File: src/rtl/int_controller.sv
// Nesting, prioritised interrupt controller with a return-address stack and
// bus-visible mask/pending/enable registers. Channel 0 has the highest priority.
module int_controller #(
  parameter int unsigned         WIDTH         = 16,
  parameter int unsigned         CHANNELS      = 8,
  parameter logic [CHANNELS-1:0] EDGE_MASK     = '0,
  parameter int unsigned         NEST_DEPTH    = 4,
  parameter logic [WIDTH-1:0]    VECTOR_BASE   = 16'h0010,
  parameter int unsigned         VECTOR_STRIDE = 4,
  localparam int unsigned        IdW           = (CHANNELS > 1) ? $clog2(CHANNELS) : 1,
  localparam int unsigned        CntW          = $clog2(NEST_DEPTH + 1)
) (
  input  logic                clk,
  input  logic                rst,
  input  logic [CHANNELS-1:0] irq,
  output logic                int_req,
  output logic [IdW-1:0]      int_id,
  output logic [WIDTH-1:0]    int_vector,
  input  logic                int_ack,
  input  logic [WIDTH-1:0]    ret_addr_in,
  input  logic                iret,
  output logic                ret_valid,
  output logic [WIDTH-1:0]    ret_addr_out,
  input  logic                int_mask,
  input  logic                int_unmask,
  input  logic [1:0]          reg_sel,
  input  logic                reg_write,
  input  logic [WIDTH-1:0]    reg_wdata,
  output logic [WIDTH-1:0]    reg_rdata,
  output logic                stack_err
);

  typedef enum logic [0:0] {StIdle, StReq} state_e;

  state_e              state_q, state_d;
  logic [CHANNELS-1:0] mask_q, mask_d;
  logic [CHANNELS-1:0] pending_q, pending_d;
  logic [CHANNELS-1:0] irq_q;
  logic                enable_q, enable_d;
  logic                stack_err_q, stack_err_d;
  logic [CntW-1:0]     count_q, count_d;
  logic [IdW-1:0]      int_id_q, int_id_d;
  logic [WIDTH-1:0]    int_vector_q, int_vector_d;
  logic                ret_valid_q, ret_valid_d;
  logic [WIDTH-1:0]    ret_addr_q, ret_addr_d;
  logic [WIDTH-1:0]    stack_addr_q [NEST_DEPTH];
  logic [WIDTH-1:0]    stack_addr_d [NEST_DEPTH];
  logic [IdW-1:0]      stack_id_q [NEST_DEPTH];
  logic [IdW-1:0]      stack_id_d [NEST_DEPTH];

  logic [IdW-1:0]      top_id;
  logic [WIDTH-1:0]    top_addr;
  logic                stack_empty, stack_full;
  logic [CHANNELS-1:0] eligible;
  logic                any_eligible;
  logic [IdW-1:0]      sel_id;
  logic                push, pop;
  logic [CHANNELS-1:0] ack_clr, w1c_clr, edge_set;
  logic                unused_wdata;

  assign unused_wdata = ^reg_wdata;

  assign stack_empty = (count_q == '0);
  assign stack_full  = (count_q == CntW'(NEST_DEPTH));

  always_comb begin
    top_id   = '0;
    top_addr = '0;
    for (int i = 0; i < int'(NEST_DEPTH); i++) begin
      if (count_q == CntW'(i + 1)) begin
        top_id   = stack_id_q[i];
        top_addr = stack_addr_q[i];
      end
    end
  end

  // Only channels strictly more urgent than the one in service may nest.
  always_comb begin
    eligible = '0;
    for (int i = 0; i < int'(CHANNELS); i++) begin
      eligible[i] = pending_q[i] & mask_q[i] & (stack_empty | (IdW'(i) < top_id));
    end
  end

  always_comb begin
    sel_id = '0;
    for (int i = int'(CHANNELS) - 1; i >= 0; i--) begin
      if (eligible[i]) sel_id = IdW'(i);
    end
  end

  assign any_eligible = |eligible;

  // iret has precedence over a coincident ack; the ack is simply dropped.
  assign pop  = iret && !stack_empty;
  assign push = (state_q == StReq) && int_ack && !iret && enable_q;

  always_comb begin
    state_d      = state_q;
    int_id_d     = int_id_q;
    int_vector_d = int_vector_q;
    case (state_q)
      StIdle: begin
        if (enable_q && !stack_full && any_eligible) begin
          state_d      = StReq;
          int_id_d     = sel_id;
          int_vector_d = VECTOR_BASE + WIDTH'(sel_id) * WIDTH'(VECTOR_STRIDE);
        end
      end
      StReq: begin
        if (!enable_q || push) state_d = StIdle;
      end
      default: state_d = StIdle;
    endcase
  end

  always_comb begin
    ack_clr = '0;
    if (push) ack_clr[int_id_q] = 1'b1;
    w1c_clr  = (reg_write && reg_sel == 2'd1) ? reg_wdata[CHANNELS-1:0] : '0;
    edge_set = irq & ~irq_q;
    // Edge set wins over a same-cycle clear; level channels just track irq.
    pending_d = (EDGE_MASK & ((pending_q & ~(ack_clr | w1c_clr)) | edge_set)) |
                (~EDGE_MASK & irq);
  end

  always_comb begin
    mask_d      = mask_q;
    enable_d    = enable_q;
    stack_err_d = stack_err_q;
    if (reg_write && reg_sel == 2'd0) mask_d = reg_wdata[CHANNELS-1:0];
    if (int_unmask) enable_d = 1'b1;
    if (int_mask)   enable_d = 1'b0;
    if (reg_write && reg_sel == 2'd2) begin
      enable_d = reg_wdata[0];
      if (reg_wdata[1]) stack_err_d = 1'b0;
    end
    if (iret && stack_empty) stack_err_d = 1'b1;
  end

  always_comb begin
    stack_addr_d = stack_addr_q;
    stack_id_d   = stack_id_q;
    count_d      = count_q;
    if (push) begin
      for (int i = 0; i < int'(NEST_DEPTH); i++) begin
        if (count_q == CntW'(i)) begin
          stack_addr_d[i] = ret_addr_in;
          stack_id_d[i]   = int_id_q;
        end
      end
      count_d = count_q + CntW'(1);
    end else if (pop) begin
      count_d = count_q - CntW'(1);
    end
    ret_valid_d = pop;
    ret_addr_d  = pop ? top_addr : ret_addr_q;
  end

  always_ff @(posedge clk or posedge rst) begin
    if (rst) begin
      state_q      <= StIdle;
      mask_q       <= '0;
      pending_q    <= '0;
      irq_q        <= '0;
      enable_q     <= 1'b0;
      stack_err_q  <= 1'b0;
      count_q      <= '0;
      int_id_q     <= '0;
      int_vector_q <= '0;
      ret_valid_q  <= 1'b0;
      ret_addr_q   <= '0;
    end else begin
      state_q      <= state_d;
      mask_q       <= mask_d;
      pending_q    <= pending_d;
      irq_q        <= irq;
      enable_q     <= enable_d;
      stack_err_q  <= stack_err_d;
      count_q      <= count_d;
      int_id_q     <= int_id_d;
      int_vector_q <= int_vector_d;
      ret_valid_q  <= ret_valid_d;
      ret_addr_q   <= ret_addr_d;
    end
  end

  // Entries above count_q are don't-care, so the storage needs no reset.
  always_ff @(posedge clk) begin
    stack_addr_q <= stack_addr_d;
    stack_id_q   <= stack_id_d;
  end

  always_comb begin
    reg_rdata = '0;
    case (reg_sel)
      2'd0: reg_rdata = WIDTH'(mask_q);
      2'd1: reg_rdata = WIDTH'(pending_q);
      2'd2: begin
        reg_rdata[0]         = enable_q;
        reg_rdata[1]         = stack_err_q;
        reg_rdata[2 +: CntW] = count_q;
      end
      default: begin
        reg_rdata[IdW-1:0]   = top_id;
        reg_rdata[WIDTH-1]   = stack_empty;
      end
    endcase
  end

  assign int_req      = (state_q == StReq);
  assign int_id       = int_id_q;
  assign int_vector   = int_vector_q;
  assign ret_valid    = ret_valid_q;
  assign ret_addr_out = ret_addr_q;
  assign stack_err    = stack_err_q;

endmodule

File: config.mk
export PLATFORM = sky130hd
export DESIGN_NAME = int_controller
export DESIGN_NICKNAME = d
export VERILOG_FILES = /design/src/rtl/int_controller.sv
export SDC_FILE = /design/constraint.sdc
export NUM_CORES = 1
export LEC_CHECK = 0
export ABC_AREA = 1
export BUFFER_PORTS_ARGS = -buffer_cell sky130_fd_sc_hd__buf_4
export CAP_MARGIN = 20
export CORE_ASPECT_RATIO = 1.4
export CORE_MARGIN = 2
export CORE_UTILIZATION = 45
export DETAILED_ROUTE_END_ITERATION = 6
export PLACE_DENSITY_LB_ADDON = 0.1
export SETUP_SLACK_MARGIN = 0.05
export SLEW_MARGIN = 20
export SYNTH_ARGS = -nofsm -noshare
export SYNTH_HDL_FRONTEND = slang
export SYNTH_SLANG_ARGS = --single-unit
File: constraint.sdc
create_clock -name clk -period 3.18 [get_ports clk]
set_input_delay 0 -clock clk [delete_from_list [all_inputs] [get_ports clk]]
set_output_delay 0 -clock clk [all_outputs]
set_load 0.01 [all_outputs]
Word-level counts from Yosys, hierarchy flattened
Index checks and enable logic that the tools add are counted.
{ "totals": {"ff_bits": 134, "input_bits": 49, "output_inout_bits": 54, "elab_cells": 119} }
{ "op_classes": {"n_addsub": 3, "order_cmp": 8, "n_eq_ne": 6, "muxes": 31, "bitwise_logic": 25, "reduce_logical": 28} }
{ "ops": {"columns": ["operator", "count"], "rows": [
  ["two-way mux 16 bit", 4],
  ["two-way mux 3 bit", 14],
  ["AND 1 bit", 16],
  ["less-than comparator 3 bit, first input constant", 4],
  ["AND reduction 2 bit", 6],
  ["logical AND 1 bit", 9],
  ["two-way mux 1 bit", 9],
  ["one-hot mux 3 bit (3 select lines)", 1],
  ["OR 1 bit", 8],
  ["OR reduction 8 bit", 1],
  ["adder 5 x 5 -> 6 bit, first input constant", 1],
  ["equality test 3 x 2 -> 1 bit, second input constant", 2],
  ["less-than comparator 1 x 3 -> 1 bit, first input constant", 2],
  ["less-than comparator 2 x 3 -> 1 bit, first input constant", 2],
  ["one-hot mux 2 bit (3 select lines)", 1],
  ["one-hot mux 3 bit (2 select lines)", 1],
  ["nonzero test 2 bit", 3],
  ["logical NOT 1 bit", 4],
  ["adder 3 x 1 -> 3 bit, second input constant", 1],
  ["equality test 3 x 1 -> 1 bit, second input constant", 1],
  ["equality test 3 bit, second input constant", 1],
  ["logical NOT 3 bit", 1],
  ["nonzero test 3 bit", 1],
  ["OR reduction 3 bit", 1],
  ["other kinds (7)", 7]
]} }

Longest topological paths before layout
Gate-level depths: netlist of run 1.
{ "depth": {"ltp_word": 17, "mapped_depth": 17, "depth_no_buf": 17} }

Worst setup path before layout of run 1
Ideal clock, no wire load.
{ "synth_timing": {"path_kind": "register to register", "start": "reg count_q[2]", "end": "reg stack_addr_q[0] in the netlist's numbering (enable)", "setup_time_ps": 395, "arrival_ps": 1927, "required_time_ps": 2785, "slack_ps": 858, "stages_incl_launch_ff": 6, "path_buffers": 1, "synth_period_minus_slack_ps": 2322, "cell_sequence": "dfrtp_1 > inv_4 > ha_1 > inv_2 > buf_1 > nor2_1"} }
{ "synth_via": {"elab_chain_cells": 2} }
{ "synth_rtl": {"columns": ["item", "line", "text"], "rows": [
  ["start, declared", "41", "logic [CntW-1:0] count_q, count_d;"],
  ["start signal, assigned", "180", "count_q <= count_d;"],
  ["equality test 3 x 2 -> 1 bit", "147", "if (count_q == CntW'(i)) begin"],
  ["AND reduction 2 bit (no line)", null, null],
  ["end signal, assigned", "190", "stack_addr_q <= stack_addr_d;"],
  ["end, declared", "46", "logic [WIDTH-1:0] stack_addr_q [NEST_DEPTH];"]
]} }
Every way passes these cells.
A chain may end at the register's enable or synchronous reset.

Worst setup path in the final report of run 1
{ "layout_timing": {"start": "reg count_q[0]", "end": "reg int_vector_q[4], in the netlist int_vector[4]"} }
{ "layout_via": {"elab_chain_cells": 17, "elab_cells_between_ends": 47, "classes_between": "1 x add/sub; 8 x order compare; 4 x eq/ne; 12 x mux; 16 x bitwise; 6 x reduce/logical"} }
{ "layout_rtl": {"columns": ["item", "line", "text"], "rows": [
  ["equality test 3 x 1 -> 1 bit", "70", "if (count_q == CntW'(i + 1)) begin"],
  ["two-way mux 3 bit (4 in series)", "70", null],
  ["less-than comparator 3 bit", "81", "eligible[i] = pending_q[i] & mask_q[i] & (stack_empty | (IdW'(i) < top_id));"],
  ["OR 1 bit", "81", null],
  ["AND 1 bit", "81", null],
  ["two-way mux 3 bit (8 in series)", "88", "if (eligible[i]) sel_id = IdW'(i);"],
  ["adder 5 x 5 -> 6 bit", "107", "int_vector_d = VECTOR_BASE + WIDTH'(sel_id) * WIDTH'(VECTOR_STRIDE);"],
  ["end signal, assigned", "182", "int_vector_q <= int_vector_d;"],
  ["end, declared", "43", "logic [WIDTH-1:0] int_vector_q, int_vector_d;"]
]} }
Several ways; a longest one is shown, not always the timed one.

==> results of run 1 <==
-- stage by stage --
| stage | power [mW] | instances | setup WS (ns) | hold WS [ns] | utilization [%] |
|---|---|---|---|---|---|
| floorplan | 3.18 | 488 | 0.858 | 0.0314 | - |
| global placement | 3.75 | 683 | 0.741 | 0.111 | 51.8 |
| detailed placement | 3.78 | 683 | 0.713 | 0.111 | 51.8 |
| CTS | 5.78 | 755 | 0.686 | 0.00826 | 60.7 |
| global route | 6.09 | 755 | 0.429 | 0.0436 | 60.7 |
| finish | 5.72 | 755 | 0.698 | 0.0224 | 60.7 |
-- flip-flops by register name (all words and copies together) (netlist names) --
signal / flops
stack_addr_q: 64
count_q: 3
stack_id_q: 12
ret_valid: 1
pending_q: 8
mask_q: 8
enable_q: 1
ret_addr_out: 16
stack_err: 1
int_id: 3
int_vector: 1
int_req: 1
-- kinds of logic (layout without fill, tap and decap cells) --
family / Yosys count / after routing / share of synthesized area (%)
multiplexers: 6 / 6 / 1.31
AO/OA/AOI/OAI: 73 / 73 / 8.45
adder cells (fa/ha/maj): 6 / 6 / 1.45
AND/OR/NAND/NOR: 197 / 197 / 16.7
XOR/XNOR: 2 / 2 / 0.339
flip-flops: 119 / 119 / 65.0
buffers and inverters: 66 / 189 / 6.61
other: 1 / 19 / 0.0726
-- synth_stat cells, types with 4 or more instances --
cell      number  area [µm²]
nand2_1      112         420
edfxtp_1      76        2280
nor2_1        50         188
dfrtp_1       43        1080
o21ai_0       38         190
inv_1         24        90.1
buf_4         22         165
a31oi_1       16         100
nand2_2       10        62.6
clkbuf_1       8        30.0
nand3_1        8        40.0
ha_1           6        75.1
inv_2          6        22.5
mux2_2         6        67.6
nor2_4         4        45.0
-- layer usage --
| metal | vias up | global-route usage (%) | share of wire (%) |
|---|---|---|---|
| met5 | - | 0 | 0 |
| met4 | 0 | 7.16 | 0.67 |
| met3 | 8 | 6.02 | 4.3 |
| met2 | 113 | 37.7 | 57 |
| met1 | 1781 | 22.4 | 38 |
| li1 | 1810 | - | - |
-- worst register-to-register path: stages, from the launching register on --
cell	delay [ns]
dfrtp_1	0.40
inv_1	0.17
ha_1	0.22
nand2_2	0.33
inv_2	0.21
nor2_1	0.08
nand2_1	0.06
nand2_1	0.09
nor2_1	0.16
nand2_1	0.07
nand2_1	0.10
nand2_2	0.08
nor2_4	0.09
nand2_2	0.08
nand2_4	0.08
nand2_1	0.05
and2_1	0.13
-- layout make-up --
cell class                 count  area, µm²
clock buffer                  17        425
timing repair buffer         125       1050
fill                         947       4430
tap                          144        180
multi-input combinational    303       1530
inverter                      32        124
sequential                   119       3360
clock inverter                15        178
-- power by group through the flow --
stage / Clock, mW / Combinational [mW] / Sequential [mW]
2_1_floorplan: 0 / 1.15 / 2.03
3_3_place_gp: 0 / 1.73 / 2.02
3_5_place_dp: 0 / 1.76 / 2.02
4_1_cts: 1.97 / 1.82 / 1.99
5_1_grt: 2.04 / 2.04 / 2.01
6_report: 1.93 / 1.81 / 1.99
-- path summary, 6_finish.rpt --
path,to,start
worst max-delay path,int_vector[4],count_q[0]
worst min-delay path,count_q[1],int_ack
worst max register to register,int_vector[4],count_q[0]
worst min register to register,ret_addr_out[13],ret_addr_out[13]
max in group asynchronous,pending_q[2],rst
min in group asynchronous,ret_addr_out[3],rst
==> impl_metrics.json, run 1 <==
{
  "final-setup-viol-count": 0,
  "grt_max_degree": 44,
  "clockRootBuffer": "clkbuf_16",
  "syn_avg_cell_area_um2": 11.0,
  "synth_area_um2": 5160,
  "worstSetupPathType": "flip-flop to flip-flop",
  "worst-path-stages": 16,
  "port_buffers": 75,
  "cts_sinks": 119,
  "viasPerCell": 4.92,
  "crit_chain": "inv_1 -> ha_1 -> nand2_2 -> inv_2 -> nor2_1 -> nand2_1 -> nand2_1 -> nor2_1 -> nand2_1 -> nand2_1 -> nand2_2 -> nor2_4 -> nand2_2 -> nand2_4 -> nand2_1 -> and2_1",
  "cts_resized": 0,
  "cp_slowest_cell": "dfrtp_1",
  "overflow": 0,
  "finalCritPeriodShare_pct": 78.0,
  "crit_path_end_kind": "flip-flop",
  "syn_to_final_growth_pct": 32.6,
  "drive_above_1_share_pct": 25.2,
  "switchingPower_mw": 1.92,
  "critical-path-top-delay-family": "simple AND/OR/NAND/NOR gates",
  "seqPwrFrac_pct": 34.8,
  "ys_types": 41,
  "grt_pass1_wl_um": 18300,
  "fmax_ghz": 0.403,
  "required_ns": 3.48,
  "core_um2": 11300,
  "die-area_um2": 12400,
  "internal-power_mw": 3.80,
  "min-delay-path-class": "input pin to flip-flop",
  "ant_nets": 0,
  "crit_fanout": 21,
  "synthArstFlopShare_pct": 36.1,
  "yosys_warnings": 0,
  "grt_setup_unrepaired": "false",
  "r2r_slack_ns": 0.70,
  "wl_per_cell_um": 15.6,
  "cts_made_buffers": 17,
  "place_area_um2": 5840,
  "io_pins": 103,
  "hold_violations": 0,
  "period_needed_ns": 2.48,
  "whs_path_depth": 5,
  "synthCells": 470,
  "p_clk_share_pct": 33.7,
  "clk_pin_slew_worst_paths_ns": 0.06,
  "tightestPinTransition_ns": 0.795,
  "n_antenna_cell": 0,
  "synth-edff-count": 76,
  "layout_commonest_cell": "nand2_1",
  "final_area_um2": 6850,
  "clock_latency_ns": 0.41,
  "die_h_um": 131,
  "combPwrFrac_pct": 31.6,
  "cts_setup_buffers": 0,
  "cpPeakStageDelay_ns": 0.40,
  "grt_pass1_vias": 3705,
  "ir_worst_vdd_v": 0.000463,
  "rows": 46,
  "power_density_nw_per_um2": 835,
  "start_util_pct": 45.8,
  "nNetsFinal": 653,
  "synth_top_flop_cell": "edfxtp_1",
  "hold_buffers": 40,
  "antenna_found_initial": 0,
  "cts_tree": "built",
  "drt_iter0_markers": 138,
  "drc": 0,
  "rr_worst_depth": 16,
  "mostFrequentLayoutCells": "112 x nand2_1, 84 x buf_4, 76 x edfxtp_1",
  "slew_headroom_pct": 46.9,
  "fin_skew_ns": 0.00828,
  "tns_ns": 0,
  "swShare_pct": 33.5,
  "drt-total-wl_um": 11700,
  "ys_seq_elements": 119,
  "ys_seq_area_share_pct": 65.0,
  "cts_max_path_buffers": 2,
  "hpwl_um": 7390,
  "slew_viol_final": 0,
  "leakagePower_nw": 2.92,
  "critPathBufInv": 2,
  "htree_levels": 4,
  "status": "completed",
  "via_count": 3712,
  "grt_usage_pct": 20.5,
  "worst_setup_path_start_kind": "flip-flop",
  "cp_common_cell": "nand2_1",
  "worstPathArrival_ns": 2.78,
  "fp.dieW_um": 94.5,
  "cap_violations": 0,
  "dr.pass1.iters": 5,
  "gp_congestion": 0.807
}
Note: power is estimated with default switching activity, not from simulation.
==> run 2: changes to the inputs <==
- ABC_AREA: 1 -> 0
- clock period: 3.18 -> 2.5 ns (I/O delays scaled with it)
==> run 2 against run 1 <==
The run now ends with negative setup slack left; first-iteration DRC count is 18% higher; power is 26% higher; die area is 0.87% lower; highest routed layer unchanged; clock skew is 0.0041 ns higher; sequential power is 26% higher; core utilization is 1.3 points higher; largest power group unchanged.
==> impl_metrics.json, run 2 <==
{
  "status": "complete, but fails checks",
  "violations": "negative setup slack",
  "worst_setup_path_start_kind": "flip-flop",
  "drc": 0,
  "drt_iter0_markers": 163,
  "die_h_um": 130,
  "viasPerCell": 5.03,
  "rows": 46,
  "synthArstFlopShare_pct": 36.1,
  "yosysTopAreaCell": "edfxtp_1",
  "syn_to_final_growth_pct": 36.1,
  "worstPathArrival_ns": 2.60,
  "synth_area_um2": 5120,
  "ys_seq_elements": 119,
  "slew_headroom_pct": 44.3,
  "gp_congestion": 0.856,
  "synthCells": 378,
  "final-setup-viol-count": 5,
  "synth_common_cells": "76 x edfxtp_1, 55 x nand2_1, 43 x dfrtp_1",
  "crit_path_end_kind": "output pin",
  "cts_tree": "built",
  "clk_pin_slew_worst_paths_ns": 0.05,
  "grt_max_degree": 44,
  "mostFrequentLayoutCells": "101 x buf_4, 76 x edfxtp_1, 55 x nand2_1",
  "fin_cells": 676,
  "antenna_found_initial": 0,
  "place_inst": 600,
  "synth_top_flop_cell": "edfxtp_1",
  "io_pins": 103,
  "overflow": 0,
  "via_count": 3397,
  "synth-edff-count": 76,
  "cts_sinks": 119,
  "ir_worst_vdd_v": 0.000526,
  "largest_register_ffs": 64,
  "cts_made_buffers": 17,
  "fin_skew_ns": 0.0123,
  "yosys_warnings": 0,
  "finalCritPeriodShare_pct": 104,
  "hold_violations": 0,
  "htree_levels": 4,
  "drt-total-wl_um": 11300,
  "clockRootBuffer": "clkbuf_16",
  "layout_commonest_cell": "buf_4",
  "slew_viol_final": 0,
  "power_density_nw_per_um2": 1030,
  "worst_slack_ns": -0.0953,
  "grt_pass1_vias": 3491,
  "period_needed_ns": 2.60,
  "yosys-top-cells-area": "edfxtp_1 45%, dfrtp_1 21%, mux2i_1 4.1%",
  "start_util_pct": 45.6,
  "cts_max_path_buffers": 2,
  "synth.top_cell.area_share_pct": 44.6,
  "clock_latency_ns": 0.40,
  "core_um2": 11200,
  "die-area_um2": 12300,
  "fmax_ghz": 0.385,
  "fp.dieW_um": 94.1,
  "hpwl_um": 7280,
  "n_antenna_cell": 0,
  "required_ns": 2.50,
  "syn_avg_cell_area_um2": 13.5,
  "regMostFlops": "stack_addr_q",
  "nNetsFinal": 574,
  "cap_violations": 0,
  "yosysMostFrequentCell": "edfxtp_1",
  "ys_types": 49,
  "grt_setup_unrepaired": "true",
  "fillers": 904,
  "leakagePower_nw": 2.88,
  "ant_nets": 0,
  "crit_fanout": 7,
  "grt_pass1_wl_um": 17700,
  "p_total_mw": 7.19,
  "tightestPinTransition_ns": 0.834,
  "final_area_um2": 6970,
  "min-delay-path-class": "input pin to flip-flop",
  "wl_per_cell_um": 16.7,
  "port_buffers": 75,
  "grt_usage_pct": 19.4,
  "place_area_um2": 5910,
  "worstSetupPathType": "flip-flop to output pin",
  "ys_seq_area_share_pct": 65.6,
  "dr.pass1.iters": 4,
  "drive_above_1_share_pct": 33.1,
  "preCtsSetupSlack_ns": -0.0763
}
run 2: changes by cell type after synthesis, moves of 4 or more:
cell	change
a221oi_2	+4
a22oi_1	+17
a31oi_1	-14
inv_1	-16
inv_2	-6
mux2i_1	+21
nand2_1	-57
nand2_2	-10
nand3_1	-5
nor2_1	-37
nor2b_1	+5
o21ai_0	-8
run 2: repair_timing:
action | 4_1_cts | 5_1_grt
gates resized for setup | 6 | 11
endpoints found under the hold margin | 127 | 0
setup endpoints to repair | 6 | 8
setup buffers | 1 | 8
hold buffers | 36 | 0
pin swaps | 3 | 10
run 2: logic make-up after synthesis:
logic type | after synthesis | synth area share (%)
and+or+nand+nor | 89 | 8.41
DFF | 119 | 65.6
muxes | 34 | 7.63
adders and majority gates | 6 | 1.47
xor gates and xnor gates | 1 | 0.171
AOI/OAI and AO/OA | 83 | 11.4
other | 1 | 0.0733
buffers and inverters | 45 | 5.28
run 2: metrics by stage:
step | TNS (ns) | hold WS (ns) | util (%)
6_report | -0.283 | 0.0188 | 62.1
5_1_grt | -0.976 | 0.0499 | 62.1
4_1_cts | -0.254 | 0.00716 | 61.0
3_5_place_dp | -0.0763 | 0.111 | 52.7
3_3_place_gp | 0 | 0.110 | 52.7
2_1_floorplan | 0 | 0.0314 | -
run 2: routing by layer:
layer | routed length (µm) | GRT usage (%) | part of all wire, % | up-vias
met3 | 466 | 4.21 | 4.1 | 15
li1 | - | - | - | 1643
met2 | 5920 | 34.1 | 52 | 90
met1 | 4680 | 22.4 | 41 | 1649
met5 | 0 | 0 | 0 | -
met4 | 233 | 9.21 | 2.1 | 0
run 2: layout make-up:
class                           instances  area (µm²)  share of cell area (%)
Inverter                                8        31.3                   0.449
Clock inverter                          7        43.8                   0.629
Timing Repair Buffer                  141        1170                    16.8
Clock buffer                           25         507                    7.28
Sequential cell                       119        3360                    48.2
Tap cell                              144         180                    2.59
Multi-Input combinational cell        232        1670                    24.0
run 2: final timing paths:
check / startpoint / endpoint / slack [ns] / depth (start not counted)
min in group asynchronous: rst / ret_addr_out[5] / 0.30 / 3
setup reg to reg: count_q[0] / int_id[0] / -0.09 / 10
hold reg to reg: ret_addr_out[15] / ret_addr_out[15] / 0.48 / 2
max in group asynchronous: rst / count_q[2] / 1.64 / 3
hold / removal: int_ack / int_req / 0.02 / 3
setup / recovery: count_q[0] / reg_rdata[2] / -0.1 / 8
run 2: report_power, final:
part	leakage, nW	total, mW	switching, mW	internal, mW
Combinational	1.39	2.48	1.26	1.22
Sequential	1.22	2.50	0.173	2.33
Clock	0.273	2.21	0.807	1.40
run 2: critical path, stage by stage, from the launching register on:
cell	delay [ns]
dfrtp_1	0.41
ha_2	0.22
ha_4	0.20
nor4b_4	0.07
buf_4	0.15
a221oi_4	0.40
nor2_2	0.09
mux4_2	0.50
buf_6	0.14
